## src/rtl/cavlc_pkg.sv

```systemverilog
// Shared types and constants for the CAVLC block sequencer: FSM states,
// shift-mux stage selects, and the block-class helper.
package cavlc_pkg;

  typedef enum logic [2:0] {
    IDLE,
    TOKEN,
    LEVEL,
    ZERO,
    BLK_END,
    MB_END
  } seqState_t;

  typedef enum logic [1:0] {
    BLK_LUMA,
    BLK_CHROMA_DC,
    BLK_CHROMA_AC
  } blkClass_t;

  localparam logic [4:0] NC_CHROMA_DC = 5'h1E;

  localparam logic [1:0] SEL_NONE = 2'd0;
  localparam logic [1:0] SEL_CT   = 2'd1;
  localparam logic [1:0] SEL_LV   = 2'd2;
  localparam logic [1:0] SEL_ZD   = 2'd3;

  // Block order within a macroblock is luma, then chroma DC, then chroma AC.
  function automatic blkClass_t blockClass(input logic [4:0] blkIdx,
                                           input int numLuma,
                                           input int numChromaDc);
    if (int'(blkIdx) < numLuma)
      return BLK_LUMA;
    else if (int'(blkIdx) < numLuma + numChromaDc)
      return BLK_CHROMA_DC;
    else
      return BLK_CHROMA_AC;
  endfunction

endpackage

```

## src/rtl/cavlc_shift_mux.sv

```systemverilog
// Routes the active stage's shift request onto the shared bitstream shifter.
module cavlc_shift_mux
  import cavlc_pkg::*;
(
  input  logic [1:0] StageSel,
  input  logic [4:0] CtNumShift,
  input  logic       CtShiftEn,
  input  logic [4:0] LvNumShift,
  input  logic       LvShiftEn,
  input  logic [4:0] ZdNumShift,
  input  logic       ZdShiftEn,
  output logic [4:0] NumShift,
  output logic       ShiftEn
);

  always_comb begin
    NumShift = 5'd0;
    ShiftEn  = 1'b0;
    case (StageSel)
      SEL_CT: begin
        NumShift = CtNumShift;
        ShiftEn  = CtShiftEn;
      end
      SEL_LV: begin
        NumShift = LvNumShift;
        ShiftEn  = LvShiftEn;
      end
      SEL_ZD: begin
        NumShift = ZdNumShift;
        ShiftEn  = ZdShiftEn;
      end
      default: begin
        NumShift = 5'd0;
        ShiftEn  = 1'b0;
      end
    endcase
  end

endmodule

```

## src/rtl/cavlc_block_sequencer.sv

```systemverilog
// Macroblock controller stepping each residual block through coeff_token,
// level and zero/run decode. Define CAVLC_WATCHDOG_EN to add a per-stage watchdog.
module cavlc_block_sequencer
  import cavlc_pkg::*;
#(
`ifdef CAVLC_WATCHDOG_EN
  parameter int WDOG_CYCLES   = 64,
`endif
  parameter int NUM_LUMA      = 16,
  parameter int NUM_CHROMA_DC = 2,
  parameter int NUM_CHROMA_AC = 8
) (
  input  logic       Clk,
  input  logic       nReset,
  input  logic       Start,
  input  logic [4:0] nC_In,
  input  logic       CtDone,
  input  logic [4:0] CtTotalCoeff,
  input  logic [4:0] CtNumShift,
  input  logic       CtShiftEn,
  input  logic       LvDone,
  input  logic [4:0] LvNumShift,
  input  logic       LvShiftEn,
  input  logic       ZdDone,
  input  logic [4:0] ZdNumShift,
  input  logic       ZdShiftEn,
  output logic       CtEn,
  output logic       LvEn,
  output logic       ZdEn,
  output logic [4:0] nC,
  output logic [4:0] TotalCoeff,
  output logic [4:0] NumShift,
  output logic       ShiftEn,
  output logic [4:0] BlkIdx,
  output logic       BlkValid,
  output logic       MbDone,
  output logic       Busy,
  output logic       Error
);

  localparam logic [4:0] LAST_BLK = 5'(NUM_LUMA + NUM_CHROMA_DC + NUM_CHROMA_AC - 1);

  seqState_t  state, nextState;
  logic [1:0] stageSel;
  logic       stageActive;
  logic       stageDone;
  logic       timeout;

  assign stageActive = (state == TOKEN) || (state == LEVEL) || (state == ZERO);
  assign stageDone   = ((state == TOKEN) && CtDone) ||
                       ((state == LEVEL) && LvDone) ||
                       ((state == ZERO)  && ZdDone);

`ifdef CAVLC_WATCHDOG_EN
  logic [6:0] wdogCnt;

  // Timeout fires on the last allowed cycle unless that cycle also brings Done.
  assign timeout = stageActive && !stageDone && (wdogCnt == 7'(WDOG_CYCLES - 1));
  assign Error   = timeout;

  always_ff @(posedge Clk) begin
    if (!nReset)
      wdogCnt <= 7'd0;
    else if (state != nextState)
      wdogCnt <= 7'd0;
    else if (stageActive)
      wdogCnt <= wdogCnt + 7'd1;
  end
`else
  assign timeout = 1'b0;
  assign Error   = 1'b0;
`endif

  always_ff @(posedge Clk) begin
    if (!nReset) begin
      state      <= IDLE;
      BlkIdx     <= 5'd0;
      TotalCoeff <= 5'd0;
    end else begin
      state <= nextState;
      if ((state == IDLE) && Start)
        BlkIdx <= 5'd0;
      if ((state == TOKEN) && CtDone)
        TotalCoeff <= CtTotalCoeff;
      if ((state == BLK_END) && (BlkIdx != LAST_BLK)) begin
        BlkIdx     <= BlkIdx + 5'd1;
        TotalCoeff <= 5'd0;
      end
    end
  end

  always_comb begin
    nextState = state;
    CtEn      = 1'b0;
    LvEn      = 1'b0;
    ZdEn      = 1'b0;
    BlkValid  = 1'b0;
    MbDone    = 1'b0;
    Busy      = (state != IDLE);
    stageSel  = SEL_NONE;
    case (state)
      IDLE: begin
        if (Start)
          nextState = TOKEN;
      end
      TOKEN: begin
        CtEn     = 1'b1;
        stageSel = SEL_CT;
        if (CtDone)
          nextState = (CtTotalCoeff == 5'd0) ? BLK_END : LEVEL;
      end
      LEVEL: begin
        LvEn     = 1'b1;
        stageSel = SEL_LV;
        if (LvDone)
          nextState = ZERO;
      end
      ZERO: begin
        ZdEn     = 1'b1;
        stageSel = SEL_ZD;
        if (ZdDone)
          nextState = BLK_END;
      end
      BLK_END: begin
        BlkValid  = 1'b1;
        nextState = (BlkIdx == LAST_BLK) ? MB_END : TOKEN;
      end
      MB_END: begin
        MbDone    = 1'b1;
        nextState = IDLE;
      end
      default: nextState = IDLE;
    endcase
    if (timeout)
      nextState = IDLE;
  end

  always_comb begin
    nC = nC_In;
    if (blockClass(BlkIdx, NUM_LUMA, NUM_CHROMA_DC) == BLK_CHROMA_DC)
      nC = NC_CHROMA_DC;
  end

  cavlc_shift_mux uShiftMux (
    .StageSel   (stageSel),
    .CtNumShift (CtNumShift),
    .CtShiftEn  (CtShiftEn),
    .LvNumShift (LvNumShift),
    .LvShiftEn  (LvShiftEn),
    .ZdNumShift (ZdNumShift),
    .ZdShiftEn  (ZdShiftEn),
    .NumShift   (NumShift),
    .ShiftEn    (ShiftEn)
  );

endmodule

```

## config.mk

```make
export PLATFORM = sky130hd
export DESIGN_NAME = cavlc_block_sequencer
export DESIGN_NICKNAME = d
export VERILOG_FILES = /design/src/rtl/cavlc_pkg.sv /design/src/rtl/cavlc_shift_mux.sv /design/src/rtl/cavlc_block_sequencer.sv
export SDC_FILE = /design/constraint.sdc
export NUM_CORES = 1
export LEC_CHECK = 0
export ABC_AREA = 1
export CORE_MARGIN = 5
export CORE_UTILIZATION = 38
export CTS_BUF_LIST = sky130_fd_sc_hd__clkbuf_4
export DETAILED_ROUTE_END_ITERATION = 10
export PLACE_DENSITY = 0.84
export SLEW_MARGIN = 20
export SYNTH_ARGS = -nofsm -noshare
export SYNTH_HDL_FRONTEND = slang
export SYNTH_SLANG_ARGS = --single-unit
```

## constraint.sdc

```tcl
create_clock -name Clk -period 2.9 [get_ports Clk]
set_clock_uncertainty 0.2 [all_clocks]
set_input_delay 0.435 -clock Clk [delete_from_list [all_inputs] [get_ports Clk]]
set_output_delay 0.435 -clock Clk [all_outputs]
set_load 0.005 [all_outputs]
```

Yosys cells after proc, flatten, opt, wreduce, memory -nomap -nowiden --
Index checks and enable logic that the tools add are counted.
Word-level totals: word-level logic and storage cells 51, register bits after elaboration 13, input bits 34, output and inout bits 28
Operators by class: $add $sub $neg 1, equality and inequality tests 15, $lt $le $gt $ge 2, bitwise gates (word level) 1, reduce and logical (&&, ||, !) cells 9, mux-type cells 20
Operators by type and width (count):
- 2-to-1 mux 3 bit | 6
- 2-to-1 mux 5 bit | 3
- case mux 3 bit (5 select lines) | 1
- case mux 5 bit (3 select lines) | 1
- less-than comparator 5 bit (second input constant) | 2
- != test 2 bit (second input constant) | 4
- equality test 3 x 2 -> 1 bit (second input constant) | 2
- equality test 3 bit (second input constant) | 2
- case mux 2 bit (3 select lines) | 1
- adder 5 x 1 -> 5 bit (second input constant) | 1
- equality test 5 bit (second input constant) | 1
- logical NOT 5 bit | 1
- 2-to-1 mux 1 bit | 5
- != test 5 bit (second input constant) | 1
- equality test 2 x 1 -> 1 bit (second input constant) | 2
- equality test 2 bit (second input constant) | 2
- 2-to-1 mux 2 bit | 2
- AND reduction 4 bit | 1
- equality test 3 x 1 -> 1 bit (second input constant) | 1
- logical AND 1 bit | 3
- logical NOT 3 bit | 1
- case mux 1 bit (3 select lines) | 1
- nonzero test 3 bit | 1
- nonzero test 2 bit | 1
- 2 further kinds | 2

Logic depth before layout (Yosys ltp) --
Gate-level depths: netlist of run 1.
word-level depth 5, gate-level depth with buffers 9, mapped depth without buffers 9

By module --
A second synthesis of run 1 with hierarchy kept.
Second synthesis, totals: cell total of the unflattened synthesis 145, area, all modules 909.6 um^2
By module, submodules not included:
- cavlc_block_sequencer | times used 1, cells an instance 117, area each 763.2 um^2
- cavlc_shift_mux | times used 1, cells an instance 28, area each 146.4 um^2

Worst setup path before layout of run 1 --
No wires, ideal clock.
path kind reg-to-output, from reg BlkIdx[2], to out nC[1], cell stages (with the launch flop) 5, path slack 1.379 ns, arrival time 0.886 ns, cell sequence dfxtp_1 inv_1 nand2_1 nor3_1 or2_2
Between the ends: cells in the longest elaborated chain, start to end 5, elaborated cells between the ends (all ways) 6, those cells by class order compare: 2; eq/ne: 1; mux: 3
RTL lines:
- start, declared | RTL line cavlc_block_sequencer.sv:34 | output logic [4:0] BlkIdx,
- start signal, assigned | RTL line cavlc_block_sequencer.sv:86 | BlkIdx <= BlkIdx + 5'd1;
- less-than comparator 5 bit | RTL line cavlc_pkg.sv:33 | else if (int'(blkIdx) < numLuma + numChromaDc)
- 2-to-1 mux 2 bit | RTL line cavlc_pkg.sv:33
- 2-to-1 mux 2 bit * | RTL line cavlc_pkg.sv:31 | if (int'(blkIdx) < numLuma)
- equality test 2 x 1 -> 1 bit * | RTL line cavlc_block_sequencer.sv:140 | if (blockClass(BlkIdx, NUM_LUMA, NUM_CHROMA_DC) == BLK_CHROMA_DC)
- 2-to-1 mux 5 bit * | RTL line cavlc_block_sequencer.sv:140
- end, declared | RTL line cavlc_block_sequencer.sv:30 | output logic [4:0] nC,
Mark *: on every way between the ends. The rest lies on a longest branch, timed or not.

Final worst setup path of run 1 --
from reg state[0], to out NumShift[2]
Between the ends: cells in the longest elaborated chain, start to end 4, elaborated cells between the ends (all ways) 8, those cells by class eq/ne: 6; mux: 2
RTL lines:
- start, declared | RTL line cavlc_block_sequencer.sv:43 | seqState_t state, nextState;
- start signal, assigned | RTL line cavlc_block_sequencer.sv:80 | state <= nextState;
- equality test 3 x 2 -> 1 bit or equality test 3 x 1 -> 1 bit (tied branches) | RTL line cavlc_block_sequencer.sv:101 | case (state)
- case mux 2 bit (3 select lines) * | RTL line cavlc_block_sequencer.sv:101
- equality test 2 bit or equality test 2 x 1 -> 1 bit (tied branches) | RTL line cavlc_shift_mux.sv:19 | case (StageSel)
- case mux 5 bit (3 select lines) * | RTL line cavlc_shift_mux.sv:19
- end, declared | RTL line cavlc_block_sequencer.sv:32 | output logic [4:0] NumShift,
Marks and branches as above.

==> results.ini, run 1 <==
[critical_path]
crit_arrival_ps=1830
cp_slowest_cell=clkdlybuf4s50_1
slowest_delay_ps=500
cp_data_required_time_ps=2270
crit_chain=inv_2 > nor2_2 > nand2_2 > inv_4 > a22oi_1 > nand2_1 > clkdlybuf4s50_1
path_class=reg -> out
worstReg2RegStart=BlkIdx[1]
path_max_fanout=8
worstSetupEndpointType=output pin
cp-startpoint=state[0]
critPathLaunchType=flip-flop

[floorplanning]
die-area_mm2=0.00330
die_x_um=57.4
start_util_pct=39.4
core_area_mm2=0.00217
die_y_um=57.4
core.rowCount=17
io_pins=62

[placement]
placed_area_mm2=0.00148
dp.cells=221
dp_hpwl_mm=2.41
portBuffers=60
place.gp.congestion=0.835

[timing]
clock.fmax_mhz=406
tns_ps=0
setup_viol=0
hold_viol=0
slew_violations=0
finalCritPeriodShare_pct=84.8
period_minus_slack_ps=2460
rsz0062_at_grt=no
timing.hold.ws_ps=269

[min_path]
worst_hold_startpoint=TotalCoeff[0]
hold_class=reg -> reg

[clocking]
cts.sinks=13
cts_hold_buf=0
clockRootBuffer=clkbuf_4
htreeDepth=1
cts_buffer_depth=2
cts_resized=0
post_cts_buffers=0
cts_tree=yes
cts_buffers=3
clk_latency_ps=280
clk_pin_slew_worst_paths_ps=90

[synthesis]
yosys-top-cells-area=dfxtp_1 (30%), nand2_1 (17%), a21oi_1 (7.0%)
postSynthAreaPerCell_um2=6.38
ys_seq_area_share_pct=30.5
synth_top_area_share_pct=30.5
ys_warn_count=0
synth_nets=170
ys_types=23
syn-cell-area_um2=855
ys_ff_latch=13
synth_top_area_cell=dfxtp_1
syn_inst=134

[global_routing]
grt_pass1_wl_mm=4.49
grt_pass1_vias=1044
grt_usage_pct=17.4
grt_max_degree=9
grt_overflow=0
antenna_found_initial=0

[route]
drt_iter0_markers=23
drc_errors=0
totalWireLength_mm=2.84
drtAntennaViolNets=0
drt_pass1_iterations=4
viasPerCell=4.80
vias=1079
avgRoutedWirePerCell_um=12.6

[final_layout]
layout_commonest_cell=clkdlybuf4s50_1
final_cell_mix=clkdlybuf4s50_1 (60), nand2_1 (39), dfxtp_1 (13), nor2_1 (13), a21oi_1 (12)
finalNonFillerCells=225
drive_above_1_share_pct=10.2
syn2layout_area_growth_pct=76.7
antennaDiodeCount=0
finalInstanceArea_mm2=0.00151
fin_util_pct=69.6
nets=234

[power]
power.leakage_nw=0.620
max-vdd-ir-drop_uv=330
power_density_mw_per_mm2=545

[flow_run]
drv_cap=0

[outcome]
run_status=complete, no violations

cells by family after synthesis:
group,synth area share [%]
simple gates,41.4
fa+ha+maj,2.93
compound gates,14.5
other cells,0.439
flops,30.5
buf+inv,8.20
xor+xnor,2.05
state kept, by name (all words and copies together), names as in the netlist:
register and flops:
state 3, BlkIdx 5, TotalCoeff 5
power by group:
part           total, mW  switching [mW]  internal [mW]
sequential         0.232          0.0298          0.202
combinational      0.477           0.228          0.250
clock              0.115          0.0634         0.0512
total              0.823           0.321          0.502
critical path, delay by kind of cell, from the launching register on:
| kind | cells | cell delay, ps |
|---|---|---|
| buffers and inverters | 3 | 710 |
| DFF | 1 | 460 |
| and+or+nand+nor | 3 | 310 |
| AOI/OAI and AO/OA | 1 | 70 |
final cells by class:
type / instances / area, um^2
Sequential cell: 13 / 260
Clock inverter: 1 / 5.00
Inverter: 16 / 62.6
Fill cell: 205 / 659
Tap cell: 28 / 35.0
Timing Repair Buffer: 60 / 601
Clock buffer: 3 / 22.5
Multi-Input combinational cell: 104 / 524
metal layers:
metal / vias to the layer above / GRT usage, % / wire length, um
li1: 558 / - / -
met1: 475 / 19.0 / 1050
met2: 40 / 32.3 / 1580
met3: 6 / 3.17 / 151
met4: 0 / 7.28 / 55
met5: - / 0 / 0
worst paths after layout:
path,endpoint,slack (ps),cells past startpoint
max reg2reg,BlkIdx[1],1390,7
min,TotalCoeff[0],270,2
max,NumShift[2],440,7
min reg2reg,TotalCoeff[0],270,2
through the flow:
step	power (mW)	setup slack, ps
finish	0.823	440
global route	0.889	273
CTS	0.829	415
detailed placement	0.712	693
global placement	0.696	715
floorplan	0.465	1380
cells in the mapped netlist (all sizes together):
master and number:
nand2 42, inv 16, nor2 16, dfxtp 13, a21oi 12, nand3 11, a22oi 4, or2 4
o21ai 3, ha 2, nand3b 2, nor3 2, xnor2 2, a21boi 1, buf 1, conb 1
nand4 1, o21a 1
Note: power is estimated with default switching activity, not from simulation.
==> inputs of run 2 (changes only) <==
--- a/config.mk
+++ b/config.mk
@@ -7,10 +7,10 @@
 export LEC_CHECK = 0
 export ABC_AREA = 1
 export CORE_MARGIN = 5
-export CORE_UTILIZATION = 38
+export CORE_UTILIZATION = 35
 export CTS_BUF_LIST = sky130_fd_sc_hd__clkbuf_4
 export DETAILED_ROUTE_END_ITERATION = 10
-export PLACE_DENSITY = 0.84
+export PLACE_DENSITY = 0.78
 export SLEW_MARGIN = 20
 export SYNTH_ARGS = -nofsm -noshare
 export SYNTH_HDL_FRONTEND = slang
==> constraint.sdc (replaced) <==
create_clock -name Clk -period 2.45 [get_ports Clk]
set_clock_uncertainty 0.2 [all_clocks]
set_input_delay 0.3675 -clock Clk [delete_from_list [all_inputs] [get_ports Clk]]
set_output_delay 0.3675 -clock Clk [all_outputs]
set_load 0.005 [all_outputs]
==> run 2 against run 1 <==
Against the previous run: cell count is 0.89% higher; sequential power increased by 19%; sequential cell count unchanged; sequential share of layout area rose by 0.051 points; non-clock buffer count unchanged; total power is 19% higher; clock power grew 23%; hold slack lost 5.0 ps; via count up 1.6%; combinational power is 18% higher; utilization shrank 6.5 points; first-iteration DRC count rose by 61%.
==> results.ini, run 2 (synthesized netlist as in run 1, its figures left out) <==
[outcome]
run_status=complete, no violations

[power]
p_total_uw=979  ; +19%
power.leakage_nw=0.623  ; +0.54%
power_density_mw_per_mm2=644  ; +18%
max-vdd-ir-drop_uv=598  ; +81%

[route]
drc_errors=0  ; unchanged
drt_pass1_iterations=5  ; +1
totalWireLength_mm=2.79  ; -1.8%
drtAntennaViolNets=0  ; unchanged
vias=1096  ; +1.6%
avgRoutedWirePerCell_um=12.3  ; -2.7%
viasPerCell=4.83  ; +0.68%
drt_iter0_markers=37  ; +61%

[timing]
clock.fmax_mhz=440
hold_viol=0  ; unchanged
slew_violations=0  ; unchanged
rsz0062_at_grt=no
setup_viol=0  ; unchanged
period_minus_slack_ps=2270
setup_ws_ps=175  ; -265 ps
tns_ps=0  ; unchanged
finalCritPeriodShare_pct=92.8

[final_layout]
drive_above_1_share_pct=12.2  ; +2.0 points
antennaDiodeCount=0  ; unchanged
nets=234  ; unchanged
fin_util_pct=63.1  ; -6.5 points
final_cell_mix=clkdlybuf4s50_1 (60), nand2_1 (39), nor2_1 (13)
largestRegisters=BlkIdx x5, TotalCoeff x5, state x3
syn2layout_area_growth_pct=77.9
layout_commonest_cell=clkdlybuf4s50_1

[flow_run]
drv_cap=0  ; unchanged

[global_routing]
grt_pass1_wl_mm=4.38  ; -2.3%
grt_max_degree=9  ; unchanged
antenna_found_initial=0  ; unchanged
grt_overflow=0  ; unchanged
grt_usage_pct=15.9  ; -1.5 points
grt_pass1_vias=1037  ; -0.67%

[critical_path]
cp_data_required_time_ps=1880  ; -390 ps
r2r_slack_ps=860  ; -530 ps
worstReg2RegStart=BlkIdx[1]
path_max_fanout=7  ; -1
worstSetupEndpointType=output pin
crit_arrival_ps=1710  ; -120 ps
cp-startpoint=state[2]
r2r_cells=7  ; unchanged
critPathLaunchType=flip-flop
path_class=reg -> out
timing.rr.end=BlkIdx[1]

[floorplanning]
start_util_pct=35.5  ; -3.9 points
die-area_mm2=0.00353  ; +7.1%
io_pins=62  ; unchanged
core_area_mm2=0.00241  ; +11%
core.rowCount=18  ; +1
die_x_um=59.4  ; +3.5%
die_y_um=59.4  ; +3.5%

[placement]
place.gp.congestion=0.756  ; -9.5%
dp_hpwl_mm=2.27  ; -6.1%
portBuffers=60  ; unchanged
post-place-ws_ps=347  ; -346 ps

[clocking]
cts_tree=yes
clk_latency_ps=290  ; about the same
clk_pin_slew_worst_paths_ps=80  ; about the same
cts_buffer_depth=2  ; unchanged
clockRootBuffer=clkbuf_4
cts_resized=0  ; unchanged
post_cts_buffers=0  ; unchanged
htreeDepth=1  ; unchanged
cts_buffers=3  ; unchanged
cts.sinks=13  ; unchanged
cts_hold_buf=0  ; unchanged

[min_path]
hold_depth=2  ; unchanged
hold_class=reg -> reg
hold_path_end=TotalCoeff[4]
worst_hold_startpoint=TotalCoeff[4]

run 2: cell type report:
class	count	area (um^2)
Clock buffer	3	22.5
Clock inverter	1	5.00
Fill cell	230	890
Inverter	16	62.6
Multi-Input combinational cell	104	529
Sequential cell	13	263
Tap cell	30	37.5
Timing Repair Buffer	60	601
run 2: how the worst max path moves through the flow:
stage	slack (ps)	end
floorplan	1000	nC[1]
finish	180	NumShift[3]
global route	20	NumShift[1]
CTS	30	nC[1]
detailed placement	350	nC[1]
global placement	390	nC[1]
run 2: routing by layer:
| layer | vias to the layer above | share of wire (%) | track usage [%] |
|---|---|---|---|
| li1 | 556 | - | - |
| met1 | 486 | 39 | 18.3 |
| met2 | 49 | 50 | 28.1 |
| met3 | 5 | 9.5 | 3.92 |
| met4 | 0 | 1.5 | 5.83 |
| met5 | - | 0 | 0 |
run 2: critical path: stages (launching register included):
cell	delay, ps
dfxtp_1	340
inv_2	140
nand3_1	150
inv_2	150
nand2_1	70
nand3_1	80
clkdlybuf4s50_1	500
run 2: through the flow:
step                      hold slack (ps)  area, um^2  std cells
after global placement                251        1490        223
after global routing                  294        1520        227
after floorplan                       256         855        134
after detailed placement              253        1490        223
after CTS                             266        1510        227
final                                 264        1520        227
run 2: power by group:
| group | total, mW | switching [mW] | internal [mW] | leakage, nW |
|---|---|---|---|---|
| sequential | 0.275 | 0.0329 | 0.242 | 0.106 |
| clock | 0.141 | 0.0804 | 0.0608 | 0.0177 |
| combinational | 0.562 | 0.266 | 0.297 | 0.499 |
| total | 0.979 | 0.379 | 0.600 | 0.623 |
==> inputs of run 3 (changes only) <==
--- a/config.mk
+++ b/config.mk
@@ -10,6 +10,7 @@
 export CORE_UTILIZATION = 35
 export CTS_BUF_LIST = sky130_fd_sc_hd__clkbuf_4
 export DETAILED_ROUTE_END_ITERATION = 10
+export GPL_ROUTABILITY_DRIVEN = 0
 export PLACE_DENSITY = 0.78
 export SLEW_MARGIN = 20
 export SYNTH_ARGS = -nofsm -noshare
==> results of run 3 <==
The final DEF is identical to that of run 2; final timing and power are the same.
